## src/rtl/lc3b_mem_port_if.sv

```systemverilog
`timescale 1ns/1ps
`default_nettype none
// ============================================================================
// Module      : lc3b_mem_port_if
// Description : Bus bundle between the LC-3b MAR/MDR control and the memory
//               port (mem_*), and between the memory port and the word-only
//               physical memory (pmem_*).
//               master = datapath/memory environment view,
//               slave  = memory port view.
// Revision    : 1.0 - initial release
// ============================================================================
interface lc3b_mem_port_if;
    logic        mem_read;
    logic        mem_write;
    logic [1:0]  mem_byte_enable;
    logic [15:0] mem_address;
    logic [15:0] mem_wdata;
    logic        mem_resp;
    logic [15:0] mem_rdata;
    logic        mem_err;
    logic        pmem_read;
    logic        pmem_write;
    logic [15:0] pmem_address;
    logic [15:0] pmem_wdata;
    logic [15:0] pmem_rdata;
    logic        pmem_resp;

    modport slave (
        input  mem_read, mem_write, mem_byte_enable, mem_address, mem_wdata,
        input  pmem_rdata, pmem_resp,
        output mem_resp, mem_rdata, mem_err,
        output pmem_read, pmem_write, pmem_address, pmem_wdata
    );

    modport master (
        output mem_read, mem_write, mem_byte_enable, mem_address, mem_wdata,
        output pmem_rdata, pmem_resp,
        input  mem_resp, mem_rdata, mem_err,
        input  pmem_read, pmem_write, pmem_address, pmem_wdata
    );
endinterface
`default_nettype wire

```

## src/rtl/lc3b_mem_port.sv

```systemverilog
`timescale 1ns/1ps
`default_nettype none
// ============================================================================
// Module      : lc3b_mem_port
// Description : Memory-side stage behind the LC-3b MAR/MDR. Turns word/byte
//               requests into word-only physical accesses; byte stores become
//               read-modify-write; a watchdog aborts stalled pmem accesses.
//               Optional one-entry read buffer when LC3B_MEM_READ_BUF_EN is
//               defined (hit returns in one cycle, writes update it).
// Revision    : 1.0 - initial release
// ============================================================================
module lc3b_mem_port #(
    parameter int unsigned TIMEOUT = 255
) (
    input  wire logic       clk,
    input  wire logic       rst,
    lc3b_mem_port_if.slave  bus
);

    typedef enum logic [2:0] {
        IDLE   = 3'd0,
        RD     = 3'd1,
        RMW_RD = 3'd2,
        WR     = 3'd3,
        DONE   = 3'd4
    } state_t;

    localparam logic [7:0] TIMEOUT_LIM = 8'(TIMEOUT);
    localparam bit         WD_EN       = (TIMEOUT != 0);

    state_t      state;
    logic [7:0]  wd_cnt;
    logic [15:0] wdata_q;
    logic [1:0]  be_q;
    logic        mem_resp_q;
    logic        mem_err_q;
    logic [15:0] mem_rdata_q;
    logic        pmem_read_q;
    logic        pmem_write_q;
    logic [15:0] pmem_address_q;
    logic [15:0] pmem_wdata_q;

`ifdef LC3B_MEM_READ_BUF_EN
    logic        buf_valid;
    logic [14:0] buf_tag;
    logic [15:0] buf_data;
`endif

    logic [7:0]  wd_next;
    logic        timeout_hit;
    logic [15:0] merged;

    // Watchdog fires on the cycle the count would reach the limit
    always_comb begin
        wd_next     = wd_cnt + 8'd1;
        timeout_hit = WD_EN && (wd_next == TIMEOUT_LIM);
        merged      = { be_q[1] ? wdata_q[15:8] : bus.pmem_rdata[15:8],
                        be_q[0] ? wdata_q[7:0]  : bus.pmem_rdata[7:0] };
    end

    assign bus.mem_resp     = mem_resp_q;
    assign bus.mem_err      = mem_err_q;
    assign bus.mem_rdata    = mem_rdata_q;
    assign bus.pmem_read    = pmem_read_q;
    assign bus.pmem_write   = pmem_write_q;
    assign bus.pmem_address = pmem_address_q;
    assign bus.pmem_wdata   = pmem_wdata_q;

    // Request FSM with registered outputs, watchdog and optional read buffer
    always_ff @(posedge clk or posedge rst) begin
        if (rst) begin
            state          <= IDLE;
            wd_cnt         <= 8'd0;
            wdata_q        <= 16'h0000;
            be_q           <= 2'b00;
            mem_resp_q     <= 1'b0;
            mem_err_q      <= 1'b0;
            mem_rdata_q    <= 16'h0000;
            pmem_read_q    <= 1'b0;
            pmem_write_q   <= 1'b0;
            pmem_address_q <= 16'h0000;
            pmem_wdata_q   <= 16'h0000;
`ifdef LC3B_MEM_READ_BUF_EN
            buf_valid      <= 1'b0;
            buf_tag        <= 15'h0000;
            buf_data       <= 16'h0000;
`endif
        end else begin
            case (state)
                IDLE: begin
                    if (bus.mem_read || bus.mem_write) begin
                        // pmem_address doubles as the captured word address
                        pmem_address_q <= {bus.mem_address[15:1], 1'b0};
                        wdata_q        <= bus.mem_wdata;
                        be_q           <= bus.mem_byte_enable;
                        wd_cnt         <= 8'd0;
                    end
                    if (bus.mem_read) begin
`ifdef LC3B_MEM_READ_BUF_EN
                        if (buf_valid && (buf_tag == bus.mem_address[15:1])) begin
                            mem_rdata_q <= buf_data;
                            mem_resp_q  <= 1'b1;
                            state       <= DONE;
                        end else begin
                            pmem_read_q <= 1'b1;
                            state       <= RD;
                        end
`else
                        pmem_read_q <= 1'b1;
                        state       <= RD;
`endif
                    end else if (bus.mem_write) begin
                        case (bus.mem_byte_enable)
                            2'b11: begin
                                pmem_wdata_q <= bus.mem_wdata;
                                pmem_write_q <= 1'b1;
                                state        <= WR;
                            end
                            2'b00: begin
                                mem_resp_q <= 1'b1;
                                state      <= DONE;
                            end
                            default: begin
                                pmem_read_q <= 1'b1;
                                state       <= RMW_RD;
                            end
                        endcase
                    end
                end

                RD: begin
                    if (bus.pmem_resp) begin
                        pmem_read_q <= 1'b0;
                        mem_rdata_q <= bus.pmem_rdata;
                        mem_resp_q  <= 1'b1;
                        state       <= DONE;
`ifdef LC3B_MEM_READ_BUF_EN
                        buf_valid   <= 1'b1;
                        buf_tag     <= pmem_address_q[15:1];
                        buf_data    <= bus.pmem_rdata;
`endif
                    end else if (timeout_hit) begin
                        pmem_read_q <= 1'b0;
                        mem_rdata_q <= 16'h0000;
                        mem_err_q   <= 1'b1;
                        mem_resp_q  <= 1'b1;
                        state       <= DONE;
`ifdef LC3B_MEM_READ_BUF_EN
                        buf_valid   <= 1'b0;
`endif
                    end else begin
                        wd_cnt <= wd_next;
                    end
                end

                RMW_RD: begin
                    if (bus.pmem_resp) begin
                        pmem_read_q  <= 1'b0;
                        pmem_wdata_q <= merged;
                        pmem_write_q <= 1'b1;
                        wd_cnt       <= 8'd0;
                        state        <= WR;
                    end else if (timeout_hit) begin
                        // Abort skips the write half entirely
                        pmem_read_q <= 1'b0;
                        mem_rdata_q <= 16'h0000;
                        mem_err_q   <= 1'b1;
                        mem_resp_q  <= 1'b1;
                        state       <= DONE;
`ifdef LC3B_MEM_READ_BUF_EN
                        buf_valid   <= 1'b0;
`endif
                    end else begin
                        wd_cnt <= wd_next;
                    end
                end

                WR: begin
                    if (bus.pmem_resp) begin
                        pmem_write_q <= 1'b0;
                        mem_resp_q   <= 1'b1;
                        state        <= DONE;
`ifdef LC3B_MEM_READ_BUF_EN
                        if (buf_valid && (buf_tag == pmem_address_q[15:1]))
                            buf_data <= pmem_wdata_q;
`endif
                    end else if (timeout_hit) begin
                        pmem_write_q <= 1'b0;
                        mem_rdata_q  <= 16'h0000;
                        mem_err_q    <= 1'b1;
                        mem_resp_q   <= 1'b1;
                        state        <= DONE;
`ifdef LC3B_MEM_READ_BUF_EN
                        buf_valid    <= 1'b0;
`endif
                    end else begin
                        wd_cnt <= wd_next;
                    end
                end

                DONE: begin
                    mem_resp_q <= 1'b0;
                    mem_err_q  <= 1'b0;
                    state      <= IDLE;
                end

                default: begin
                    state <= IDLE;
                end
            endcase
        end
    end

endmodule
`default_nettype wire

```

## src/flat_wrapper.sv

```systemverilog
// flat-port wrapper written by rule: the top's interface ports become plain ports
module lc3b_mem_port_flat 
#(
    parameter int unsigned TIMEOUT = 255
)
  (clk, rst, bus_mem_read, bus_mem_write, bus_mem_byte_enable, bus_mem_address, bus_mem_wdata, bus_pmem_rdata, bus_pmem_resp, bus_mem_resp, bus_mem_rdata, bus_mem_err, bus_pmem_read, bus_pmem_write, bus_pmem_address, bus_pmem_wdata);
  lc3b_mem_port_if bus_i ();
  input  wire logic clk;
  input  wire logic rst;
  input wire logic [$bits(bus_i.mem_read)-1:0] bus_mem_read;
  input wire logic [$bits(bus_i.mem_write)-1:0] bus_mem_write;
  input wire logic [$bits(bus_i.mem_byte_enable)-1:0] bus_mem_byte_enable;
  input wire logic [$bits(bus_i.mem_address)-1:0] bus_mem_address;
  input wire logic [$bits(bus_i.mem_wdata)-1:0] bus_mem_wdata;
  input wire logic [$bits(bus_i.pmem_rdata)-1:0] bus_pmem_rdata;
  input wire logic [$bits(bus_i.pmem_resp)-1:0] bus_pmem_resp;
  output wire logic [$bits(bus_i.mem_resp)-1:0] bus_mem_resp;
  output wire logic [$bits(bus_i.mem_rdata)-1:0] bus_mem_rdata;
  output wire logic [$bits(bus_i.mem_err)-1:0] bus_mem_err;
  output wire logic [$bits(bus_i.pmem_read)-1:0] bus_pmem_read;
  output wire logic [$bits(bus_i.pmem_write)-1:0] bus_pmem_write;
  output wire logic [$bits(bus_i.pmem_address)-1:0] bus_pmem_address;
  output wire logic [$bits(bus_i.pmem_wdata)-1:0] bus_pmem_wdata;
  assign bus_i.mem_read = bus_mem_read;
  assign bus_i.mem_write = bus_mem_write;
  assign bus_i.mem_byte_enable = bus_mem_byte_enable;
  assign bus_i.mem_address = bus_mem_address;
  assign bus_i.mem_wdata = bus_mem_wdata;
  assign bus_i.pmem_rdata = bus_pmem_rdata;
  assign bus_i.pmem_resp = bus_pmem_resp;
  assign bus_mem_resp = bus_i.mem_resp;
  assign bus_mem_rdata = bus_i.mem_rdata;
  assign bus_mem_err = bus_i.mem_err;
  assign bus_pmem_read = bus_i.pmem_read;
  assign bus_pmem_write = bus_i.pmem_write;
  assign bus_pmem_address = bus_i.pmem_address;
  assign bus_pmem_wdata = bus_i.pmem_wdata;
  lc3b_mem_port #(.TIMEOUT(TIMEOUT)) u_core (.clk(clk), .rst(rst), .bus(bus_i));
endmodule
```

## config.mk

```make
export PLATFORM = sky130hd
export DESIGN_NAME = lc3b_mem_port_flat
export DESIGN_NICKNAME = d
export VERILOG_FILES = /design/src/rtl/lc3b_mem_port_if.sv /design/src/rtl/lc3b_mem_port.sv /design/src/flat_wrapper.sv
export SDC_FILE = /design/constraint.sdc
export NUM_CORES = 1
export LEC_CHECK = 0
export ABC_AREA = 1
export CELL_PAD_IN_SITES_DETAIL_PLACEMENT = 1
export CELL_PAD_IN_SITES_GLOBAL_PLACEMENT = 2
export CORE_UTILIZATION = 30
export CTS_BUF_LIST = sky130_fd_sc_hd__clkbuf_8
export DETAILED_ROUTE_END_ITERATION = 7
export HOLD_SLACK_MARGIN = 0.08
export PLACE_DENSITY = 0.81
export SKIP_LAST_GASP = 1
export SLEW_MARGIN = 30
export SYNTH_ARGS = -nofsm -noshare
export SYNTH_HDL_FRONTEND = slang
export SYNTH_SLANG_ARGS = --single-unit
```

## constraint.sdc

```tcl
create_clock -name clk -period 2.8 [get_ports clk]
set_input_delay 0.42 -clock clk [delete_from_list [all_inputs] [get_ports clk]]
set_output_delay 0.42 -clock clk [all_outputs]
set_load 0.05 [all_outputs]
```

== After elaboration in Yosys (flattened, before gate mapping) ==
Cells that the tools add are included.

* Register bits: 80
* Bits of input ports: 55
* Output and inout bits: 52

* Add/subtract/negate cells: 1
* Eq/ne operators: 21
* Mux-type cells: 44
* Reductions and logical operators: 23

{| class="wikitable"
|+ Operators by type and width
! operator !! number
|-
| 16-bit 2-to-1 mux || 7
|-
| 16-bit one-hot mux with 2 select lines || 2
|-
| 8-bit 2-to-1 mux || 6
|-
| 8-bit one-hot mux with 3 select lines || 1
|-
| 2-bit inequality test (second input constant) || 9
|-
| 1-bit 2-to-1 mux || 17
|-
| 3-bit 2-to-1 mux || 5
|-
| 5-bit AND reduction || 2
|-
| 3-bit one-hot mux with 3 select lines || 1
|-
| 8-bit by 1-bit adder with 8-bit output (second input constant) || 1
|-
| 8-bit equality test (second input constant) || 1
|-
| 2-bit nonzero test || 4
|-
| 2-bit OR reduction || 4
|-
| 3-bit by 2-bit equality test with 1-bit output (second input constant) || 2
|-
| 3-bit inequality test (second input constant) || 2
|-
| 3-bit one-hot mux with 2 select lines || 1
|-
| 3-bit AND reduction || 2
|-
| 6-bit AND reduction || 1
|-
| 3-bit nonzero test || 2
|-
| 2-bit by 1-bit inequality test with 1-bit output (second input constant) || 2
|-
| 1-bit one-hot mux with 2 select lines || 2
|-
| 1-bit one-hot mux with 4 select lines || 1
|-
| 2-bit AND reduction || 2
|-
| 4-bit AND reduction || 1
|-
| 11 further kinds || 11
|}

== Longest topological paths before layout ==
Gate-level depths: netlist of run 1.

* Word-level depth: 6
* Depth in mapped cells: 13

== Worst setup path after synthesis of run 1 ==
Ideal clock, no wire load.

* Kind: reg2reg
* Start: register u_core.wd_cnt[0]
* End: register u_core.mem_rdata_q[10] (netlist: u_core.bus.mem_rdata[10])
* Data arrival time: 1.655 ns
* Data required time: 2.670 ns
* Setup slack: 1.015 ns
* Stages on the path, launching flop included: 13
* Path buffers: 1
* Clock period less this slack: 1.785 ns
* Path through: dfrtp_1 > ha_1 > nand2_1 > inv_1 > nor2_1 > nand3_1 > nor2_1 > nand3_4 > inv_4 > nand2_4 > buf_6 > nand3_1 > o21ai_1

* Longest elaborated chain between the ends: 5
* Elaborated cells on any way between the ends: 6
* Classes of those cells: add/sub (1); eq/ne (1); mux (4)

{| class="wikitable"
|+ Ends and longest elaborated chain
! item !! line !! source
|-
| from (decl) || lc3b_mem_port.sv:32 || <nowiki>logic [7:0] wd_cnt;</nowiki>
|-
| from (signal assigned) || lc3b_mem_port.sv:152 || <nowiki>wd_cnt <= wd_next;</nowiki>
|-
| from (signal assigned) || lc3b_mem_port.sv:174 || <nowiki>wd_cnt <= wd_next;</nowiki>
|-
| from (signal assigned) || lc3b_mem_port.sv:197 || <nowiki>wd_cnt <= wd_next;</nowiki>
|-
| 8-bit by 1-bit adder with 8-bit output (*) || lc3b_mem_port.sv:55 || <nowiki>wd_next = wd_cnt + 8'd1;</nowiki>
|-
| 8-bit equality test (*) || lc3b_mem_port.sv:56 || <nowiki>timeout_hit = WD_EN && (wd_next == TIMEOUT_LIM);</nowiki>
|-
| 16-bit 2-to-1 mux (*) || -- ||
|-
| 16-bit 2-to-1 mux, on equally long branches || -- ||
|-
| 16-bit one-hot mux with 2 select lines (*) || -- ||
|-
| to (signal assigned) || lc3b_mem_port.sv:134 || <nowiki>mem_rdata_q <= bus.pmem_rdata;</nowiki>
|-
| to (decl) || lc3b_mem_port.sv:37 || <nowiki>logic [15:0] mem_rdata_q;</nowiki>
|}

Every way passes the cells marked *; elsewhere a longest branch is shown, timed or not. The select of a mux whose other input is x is not followed.
A chain may end at the register's enable or synchronous reset.

== Worst setup path after layout of run 1 ==
* Start: register u_core.wd_cnt[0]
* End: register u_core.mem_rdata_q[3] (netlist: u_core.bus.mem_rdata[3])

Same word-level chain as after synthesis.

==> results.toml, run 1 <==
[synth]
synth_area_um2 = 3880
synth_top_flop_cell = "dfrtp_1"
synthesis.yosys.warnings = 0
yosys.cell_types.count = 33
postSynthRegisterBits = 80
synth-async-reset-ratio = 1.00
synth_seq_area_share = 0.515
edff_count_synth = 0
post_synth_inst_count = 398
synth.avg_cell_area_um2 = 9.76
synth.net_count = 459

[cells_and_area]
area_growth_pct = 36.7
most_frequent_standard_cell_in_the_layout_excluding_fill_and_tap_cells = "clkdlybuf4s50_1"
drive_above_1_share = 0.150
final_cell_mix = "clkdlybuf4s50_1, dfrtp_1, nand2_1"
antenna-diode-count = 0
fin_nets = 562
fin_area_um2 = 5310

[floorplan]
rows = 41
core_region_area_um2 = 12600
top_level_pins = 107
initial_core_util = 0.308
die_outline_area_um2 = 13400
die-height_um = 116
die_w_um = 116

[clock_network]
htree_num_levels = 3
cts_inserted_buffers = 9
insertion_delay_ns = 0.36
postCtsSetupRepairBufs = 0
root_buffer = "clkbuf_8"
clkSlewWorstSetupHoldPaths_ns = 0.09
cts.hold.buffers_added = 0
tritoncts = "built"
clock_sink_count = 80
clk_path_buf_depth = 2
cts_repair_resize_count = 0

[worst_setup_path]
cp_slowest_cell = "dfrtp_1"
worst_path_dominant_cell_family = "simple AND/OR/NAND/NOR gates"
cp_max_fo = 16
critical_path_class = "reg -> reg"
crit_path_end_kind = "flip-flop"
path_buf_inv = 2
critical_path.startpoint_type = "flip-flop"
critical_path_cell_by_cell = "ha_1, nand2_1, inv_1, nor2_1, nand3_1, nor2_1, nand3_4, inv_4, nand2_4, nand3_1, o21ai_0"
cp_data_arrival_time_ns = 2.26
data_required_time_of_the_worst_path_ns = 3.04
cpPeakStageDelay_ns = 0.43

[sta]
fin_setup_tns_ns = 0
report.final.setup_viol = 0
hold_viol_final = 0
relSlewSlack = 0.547
worstMarginPinSlew_ns = 0.678
final_slew_viol_count = 0
timing.clock.skew_ns = 0.00870
min_period_over_period = 0.724
f_max_mhz = 494
final.min_clock_period_ns = 2.03
grt_setup_unrepaired = "false"

[routing]
drt_iter0_markers = 85
drtAntennaViolNets = 0
via_count = 3128
remaining_drc_errors = 0
drt-total-wl_mm = 9.93
route.detailed.vias_per_inst = 4.61
wire_per_inst_um = 14.6
dr.pass1.iters = 6

[pwr]
p_leak_uw = 0.00236
gate_power_share = 0.554
p_sw_frac = 0.472
power_per_cell_area_nw_per_um2 = 1270
seq_power_share = 0.309
internal-power_uw = 3560
ir_worst_vdd_uv = 662
power_switching_uw = 3190
power_frac_clock = 0.137

[worst_hold_path]
worst_hold_path_type = "in -> async"

[global_route]
grt_use_total = 0.161
grt_first_pass_wirelength_mm = 16.4
grt_antenna_before_repair = 0
via_count_of_the_first_global_routing_pass = 3379
largest_net_degree_at_the_start_of_global_routing = 60
overflow = 0

[placement]
hpwl_mm = 7.21
io_buffer_count = 104
placed_area_um2 = 5090
gp_congestion = 0.834

[status]
status = "completed"

[run]
maxCapViolCount = 0
-- registers in the layout, indices dropped and copies added, names as in the netlist --
name,flops
u_core.bus.pmem_address,15
u_core.bus.mem_resp,1
u_core.bus.pmem_read,1
u_core.bus.mem_err,1
u_core.bus.pmem_write,1
u_core.wdata_q,16
u_core.state,3
u_core.bus.mem_rdata,16
u_core.be_q,2
u_core.wd_cnt,8
u_core.bus.pmem_wdata,16
-- synth_stat cells (2+ instances only) --
cell	instances	area, um^2
dfrtp_1	80	2000
nand2_1	69	259
o21ai_0	43	215
inv_1	42	158
mux2_2	31	349
nand3_1	18	90.1
o21ai_1	17	85.1
mux2i_1	16	160
nor2_1	15	56.3
nand3_2	9	90.1
a21oi_1	7	35.0
ha_1	6	75.1
clkbuf_1	5	18.8
nand4_1	5	31.3
buf_2	4	20.0
buf_4	4	30.0
buf_6	3	33.8
inv_2	3	11.3
nor2_2	3	18.8
o31ai_1	3	22.5
nand2_2	2	12.5
nor2_4	2	22.5
-- per-stage QoR --
step	setup slack, ns	cells	util	hold WS, ns	total power [uW]
2_1_floorplan	0.328	398	-	0.473	4710
3_3_place_gp	0.526	662	0.404	0.465	5790
3_5_place_dp	0.496	662	0.404	0.472	5890
4_1_cts	0.728	678	0.421	0.355	6860
5_1_grt	0.555	678	0.421	0.403	7230
6_report	0.774	678	0.421	0.364	6750
-- layout make-up --
cell class | count | area, um^2
Clock buffer | 12 | 165
Clock inverter | 4 | 51.3
Inverter | 46 | 176
Multi-Input combinational cell | 256 | 1610
Sequential cell | 80 | 2000
Fill cell | 1455 | 7310
Timing Repair Buffer | 108 | 1100
Tap cell | 172 | 215
-- layer usage --
layer  vias to the layer above  global-route usage  routed length, um
li1                       1522                   -                  -
met1                      1520               0.196               4360
met2                        71               0.267               4880
met3                        15              0.0502                525
met4                         0              0.0598                160
met5                         -                   0                  0
-- kinds of logic after synthesis --
kind of cell | share of synthesized area
other cells | 0.000965
flops | 0.515
fa+ha+maj | 0.0193
mux | 0.131
compound gates | 0.0995
simple gates | 0.162
buf+inv | 0.0715
-- path summary, 6_finish.rpt --
| path | cells past startpoint | start | slack, ns | to |
|---|---|---|---|---|
| worst min-delay path | 2 | rst | 0.36 | u_core.bus.pmem_wdata[12] |
| max in group asynchronous | 3 | rst | 1.76 | u_core.bus.mem_resp |
| worst max-delay path | 11 | u_core.wd_cnt[0] | 0.77 | u_core.bus.mem_rdata[3] |
| min in group clk | 2 | u_core.bus.pmem_wdata[5] | 0.49 | u_core.bus.pmem_wdata[5] |
| worst max register to register | 11 | u_core.wd_cnt[0] | 0.77 | u_core.bus.mem_rdata[3] |
| worst min register to register | 2 | u_core.bus.pmem_wdata[5] | 0.49 | u_core.bus.pmem_wdata[5] |
-- power by group through the flow --
| stage | logic, uW | registers [uW] | clock network [uW] |
|---|---|---|---|
| 2_1_floorplan | 1500 | 3210 | 0 |
| 3_3_place_gp | 3710 | 2080 | 0 |
| 3_5_place_dp | 3780 | 2110 | 0 |
| 4_1_cts | 3800 | 2090 | 966 |
| 5_1_grt | 4050 | 2160 | 1020 |
| 6_report | 3740 | 2080 | 927 |
No activity file was read; power rests on OpenSTA's default activity.
==> inputs of run 2 (changes only) <==
==> constraint.sdc (replaced) <==
create_clock -name clk -period 1.9 [get_ports clk]
set_input_delay 0.285 -clock clk [delete_from_list [all_inputs] [get_ports clk]]
set_output_delay 0.285 -clock clk [all_outputs]
set_load 0.05 [all_outputs]
==> results.toml, run 2 (synthesis gave the netlist of run 1 again) <==
[status]
status = "completed"

[global_route]
largest_net_degree_at_the_start_of_global_routing = 41
via_count_of_the_first_global_routing_pass = 3450
met1_track_demand_over_resource_in_global_routing = 0.181
grt_use_total = 0.164
global_route.usage.met3 = 0.0638
grtUsageMet2 = 0.289
overflow = 0
grt_first_pass_wirelength_mm = 16.6
grt_antenna_before_repair = 0
grt.busiest_layer = "met2"

[pwr]
final_power_uw = 10200
power_switching_uw = 4760
power_frac_clock = 0.127
ir_worst_vdd_uv = 823
p_sw_frac = 0.468
p_leak_uw = 0.00252
power_per_cell_area_nw_per_um2 = 1850
seq_power_share = 0.300
internal-power_uw = 5400
gate_power_share = 0.573

[worst_setup_path]
critical_path.startpoint_type = "flip-flop"
cp-startpoint = "u_core.bus.pmem_wdata[0]"
cpPeakStageDelay_ns = 0.82
cp_slowest_cell = "clkdlybuf4s50_1"
r2r_setup_slack_ns = 0.09
cp_data_arrival_time_ns = 1.56
worstReg2RegStart = "u_core.wd_cnt[1]"
critical_path_class = "reg -> out"
cp_max_fo = 2
setup.worst_path.end = "bus_pmem_wdata[0]"
critical_path_cell_by_cell = "clkdlybuf4s50_1"
crit_path_end_kind = "primary output"
critical_path.reg2reg.endpoint = "u_core.bus.mem_rdata[10]"
timing.critical_path.depth = 1
data_required_time_of_the_worst_path_ns = 1.62
ff2ff_path_depth = 11
path_buf_inv = 1
worst_path_dominant_cell_family = "buffers and inverters"

[placement]
io_buffer_count = 104
dpl_worst_slack_ns = -0.0849
gp_congestion = 0.809
hpwl_mm = 7.52
post-place-cells = 674

[cells_and_area]
fin_nets = 575
final_cell_mix = "clkdlybuf4s50_1, dfrtp_1, nand2_1"
most_frequent_standard_cell_in_the_layout_excluding_fill_and_tap_cells = "clkdlybuf4s50_1"
drive_above_1_share = 0.182
antenna-diode-count = 0
finish.cell_count_without_fillers = 689
area_growth_pct = 41.5

[routing]
via_count = 3240
drt_iter0_markers = 119
remaining_drc_errors = 0
wire_per_inst_um = 15.0
drt-total-wl_mm = 10.4
drtAntennaViolNets = 0
route.detailed.vias_per_inst = 4.70
dr.pass1.iters = 4

[sta]
final.setup.worst_slack_ns = 0.0563
f_max_mhz = 542
worstMarginPinSlew_ns = 0.532
report.final.setup_viol = 0
relSlewSlack = 0.645
min_period_over_period = 0.970
final_slew_viol_count = 0
hold_viol_final = 0
final.min_clock_period_ns = 1.84
timing.clock.skew_ns = 0.0111
grt_setup_unrepaired = "true"

[clock_network]
clkSlewWorstSetupHoldPaths_ns = 0.08
htree_num_levels = 3
tritoncts = "built"
root_buffer = "clkbuf_8"
cts.hold.buffers_added = 0
insertion_delay_ns = 0.37
clk_path_buf_depth = 2
cts_inserted_buffers = 9
clock_sink_count = 80

[floorplan]
die-height_um = 116
initial_core_util = 0.308
rows = 41
core_region_area_um2 = 12600
die_outline_area_um2 = 13400
die_w_um = 116
top_level_pins = 107

[run]
maxCapViolCount = 0

[worst_hold_path]
worst_hold_path_type = "in -> async"
==> run 2: worst min path at each step <==
stage	slack, ns	to
after floorplan	0.43	u_core.bus.mem_rdata[0]
after global placement	0.47	u_core.bus.pmem_wdata[4]
after detailed placement	0.48	u_core.bus.pmem_wdata[5]
after CTS	0.28	u_core.bus.pmem_address[6]
after global routing	0.30	u_core.bus.pmem_address[6]
final	0.28	u_core.bus.pmem_address[6]
==> run 2: area by class of cell <==
type,instances,area (um^2)
Fill cell,1448,7120
Inverter,46,184
Clock buffer,11,151
Tap cell,172,215
Multi-Input combinational cell,257,1640
Sequential cell,80,2000
Clock inverter,3,42.5
Timing Repair Buffer,120,1260
==> run 2: metrics by stage <==
stage	setup TNS (ns)	instance area [um^2]	hold slack, ns	utilization
2_1_floorplan	0	3890	0.433	-
3_3_place_gp	0	5240	0.465	0.415
3_5_place_dp	-1.88	5240	0.476	0.415
4_1_cts	0	5440	0.276	0.431
5_1_grt	-0.120	5500	0.303	0.436
6_report	0	5500	0.279	0.436
==> run 2: power groups by stage <==
stage	registers, uW	logic (uW)	clock network, uW
final	3050	5820	1290
after CTS	3060	5860	1350
after global placement	3050	5730	0
after floorplan	4730	2220	0
after detailed placement	3090	5840	0
after global routing	3160	6260	1420
==> run 2: timing repair <==
item	CTS	global route
resized for setup	2	21
setup buffers	0	0
pin swaps	0	5
endpoints found under the setup margin	17	32
gates cloned	0	1
==> run 2: layer usage <==
metal | share of wire | vias up
met4 | 0.013 | 0
met3 | 0.056 | 10
met5 | 0 | -
met2 | 0.53 | 68
met1 | 0.41 | 1609
li1 | - | 1553
==> inputs of run 3 (changes only) <==
--- a/config.mk
+++ b/config.mk
@@ -12,7 +12,7 @@
 export CTS_BUF_LIST = sky130_fd_sc_hd__clkbuf_8
 export DETAILED_ROUTE_END_ITERATION = 7
 export HOLD_SLACK_MARGIN = 0.08
-export PLACE_DENSITY = 0.81
+export PLACE_DENSITY_LB_ADDON = 0.25
 export SKIP_LAST_GASP = 1
 export SLEW_MARGIN = 30
 export SYNTH_ARGS = -nofsm -noshare
==> results.toml, run 3 (synthesis gave the netlist of run 1 again) <==
[cells_and_area]
final_cell_mix = "clkdlybuf4s50_1, dfrtp_1, nand2_1"
fin_area_um2 = 5500
drive_above_1_share = 0.192
most_frequent_standard_cell_in_the_layout_excluding_fill_and_tap_cells = "clkdlybuf4s50_1"
finish.cell_count_without_fillers = 694
antenna-diode-count = 0
fin_nets = 578
area_growth_pct = 41.7

[sta]
f_max_mhz = 545
worstMarginPinSlew_ns = 0.542
grt_setup_unrepaired = "true"
hold_viol_final = 0
min_period_over_period = 0.967
timing.clock.skew_ns = 0.00757
relSlewSlack = 0.638
final.min_clock_period_ns = 1.84
report.final.setup_viol = 0
final_slew_viol_count = 0

[routing]
drt-total-wl_mm = 10.4
route.detailed.vias_per_inst = 4.59
remaining_drc_errors = 0
via_count = 3183
wire_per_inst_um = 15.0
drtAntennaViolNets = 0
drt_iter0_markers = 68
dr.pass1.iters = 4

[worst_setup_path]
worst_path_dominant_cell_family = "buffers and inverters"
cp_max_fo = 2
cpPeakStageDelay_ns = 0.81
crit_path_end_kind = "primary output"
cp_data_arrival_time_ns = 1.55
worstReg2RegStart = "u_core.wd_cnt[1]"
critical_path.startpoint_type = "flip-flop"
cp-startpoint = "u_core.bus.pmem_address[13]"
cp_slowest_cell = "clkdlybuf4s50_1"
data_required_time_of_the_worst_path_ns = 1.62
path_buf_inv = 1
critical_path_class = "reg -> out"
critical_path_cell_by_cell = "clkdlybuf4s50_1"

[run]
maxCapViolCount = 0

[pwr]
ir_worst_vdd_uv = 781
p_leak_uw = 0.00250
power_per_cell_area_nw_per_um2 = 1860

[placement]
hpwl_mm = 7.46
io_buffer_count = 104
placed_area_um2 = 5220
post-place-cells = 675
gp_congestion = 0.791

[floorplan]
die_outline_area_um2 = 13400
core_region_area_um2 = 12600
top_level_pins = 107
rows = 41
initial_core_util = 0.308
die-height_um = 116
die_w_um = 116

[global_route]
grt_antenna_before_repair = 0
grt_first_pass_wirelength_mm = 16.4
via_count_of_the_first_global_routing_pass = 3332
overflow = 0
grt_use_total = 0.162
largest_net_degree_at_the_start_of_global_routing = 58

[clock_network]
clkSlewWorstSetupHoldPaths_ns = 0.09
root_buffer = "clkbuf_8"
clock_sink_count = 80
cts.hold.buffers_added = 0
htree_num_levels = 3
clk_path_buf_depth = 2
insertion_delay_ns = 0.36
tritoncts = "built"
cts_inserted_buffers = 9

[status]
status = "completed"

[worst_hold_path]
worst_hold_path_type = "in -> async"
[run 3: cell types whose count changed in the layout (fill, tap and decap cells not counted), moves of 2 or more]
| cell | previous run | this run |
|---|---|---|
| o21ai_0 | 40 | 43 |
| dlymetal6s2s_1 | 9 | 5 |
| buf_4 | 10 | 17 |
| o21ai_1 | 20 | 17 |
| inv_1 | 40 | 42 |
[run 3: metrics by stage]
step                      total power [uW]   util   TNS, ns  hold WS (ns)  worst slack (ns)
after floorplan                       6940      -         0         0.433             0.115
after global placement                8780  0.414  -0.00251         0.468          -0.00234
after detailed placement              8950  0.414   -0.0856         0.477           -0.0293
after CTS                            10400  0.431         0         0.320           0.00656
after global routing                 10900  0.436   -0.0700         0.332           -0.0250
final                                10200  0.436         0         0.335            0.0635
[run 3: final timing paths]
kind,depth (start not counted),endpoint,slack [ns]
setup / recovery,1,bus_pmem_address[13],0.06
hold / removal,3,u_core.bus.pmem_address[9],0.33
setup reg to reg,11,u_core.bus.mem_rdata[5],0.11
hold reg to reg,2,u_core.bus.mem_err,0.49
max in group asynchronous,3,u_core.bus.mem_rdata[4],1.22
min in group clk,3,u_core.bus.mem_rdata[11],0.47
[run 3: per-layer routing]
layer / part of all wire / wire length [um] / track usage
met2: 0.52 / 5410 / 0.273
met5: 0 / 0 / 0
met4: 0.019 / 201 / 0.0701
met3: 0.042 / 438 / 0.0424
met1: 0.42 / 4390 / 0.195
[run 3: timing repair]
| item | 4_1_cts | 5_1_grt |
|---|---|---|
| setup endpoints to repair | 18 | 30 |
| buffers inserted | 0 | 2 |
| gates resized for setup | 3 | 13 |
| cloned | 0 | 1 |
| pin swaps | 0 | 5 |
[run 3: tightest hold or removal path: stages]
cell,delay (ns)
clkdlybuf4s50_1,0.45
clkinvlp_4,0.13
buf_12,0.19
[run 3: power by group]
| part | internal [uW] | switching [uW] | total [uW] |
|---|---|---|---|
| logic | 2240 | 3600 | 5840 |
| registers | 2510 | 545 | 3050 |
| clock network | 678 | 665 | 1340 |
[run 3: final cells by class]
type                    count  area, um^2
inverters                  46         184
clock inverters             5        55.1
repair buffers            123        1250
multi-input cells         257        1650
well taps                 172         215
clock buffers              11         151
flip-flops and latches     80        2000
fillers                  1469        7120
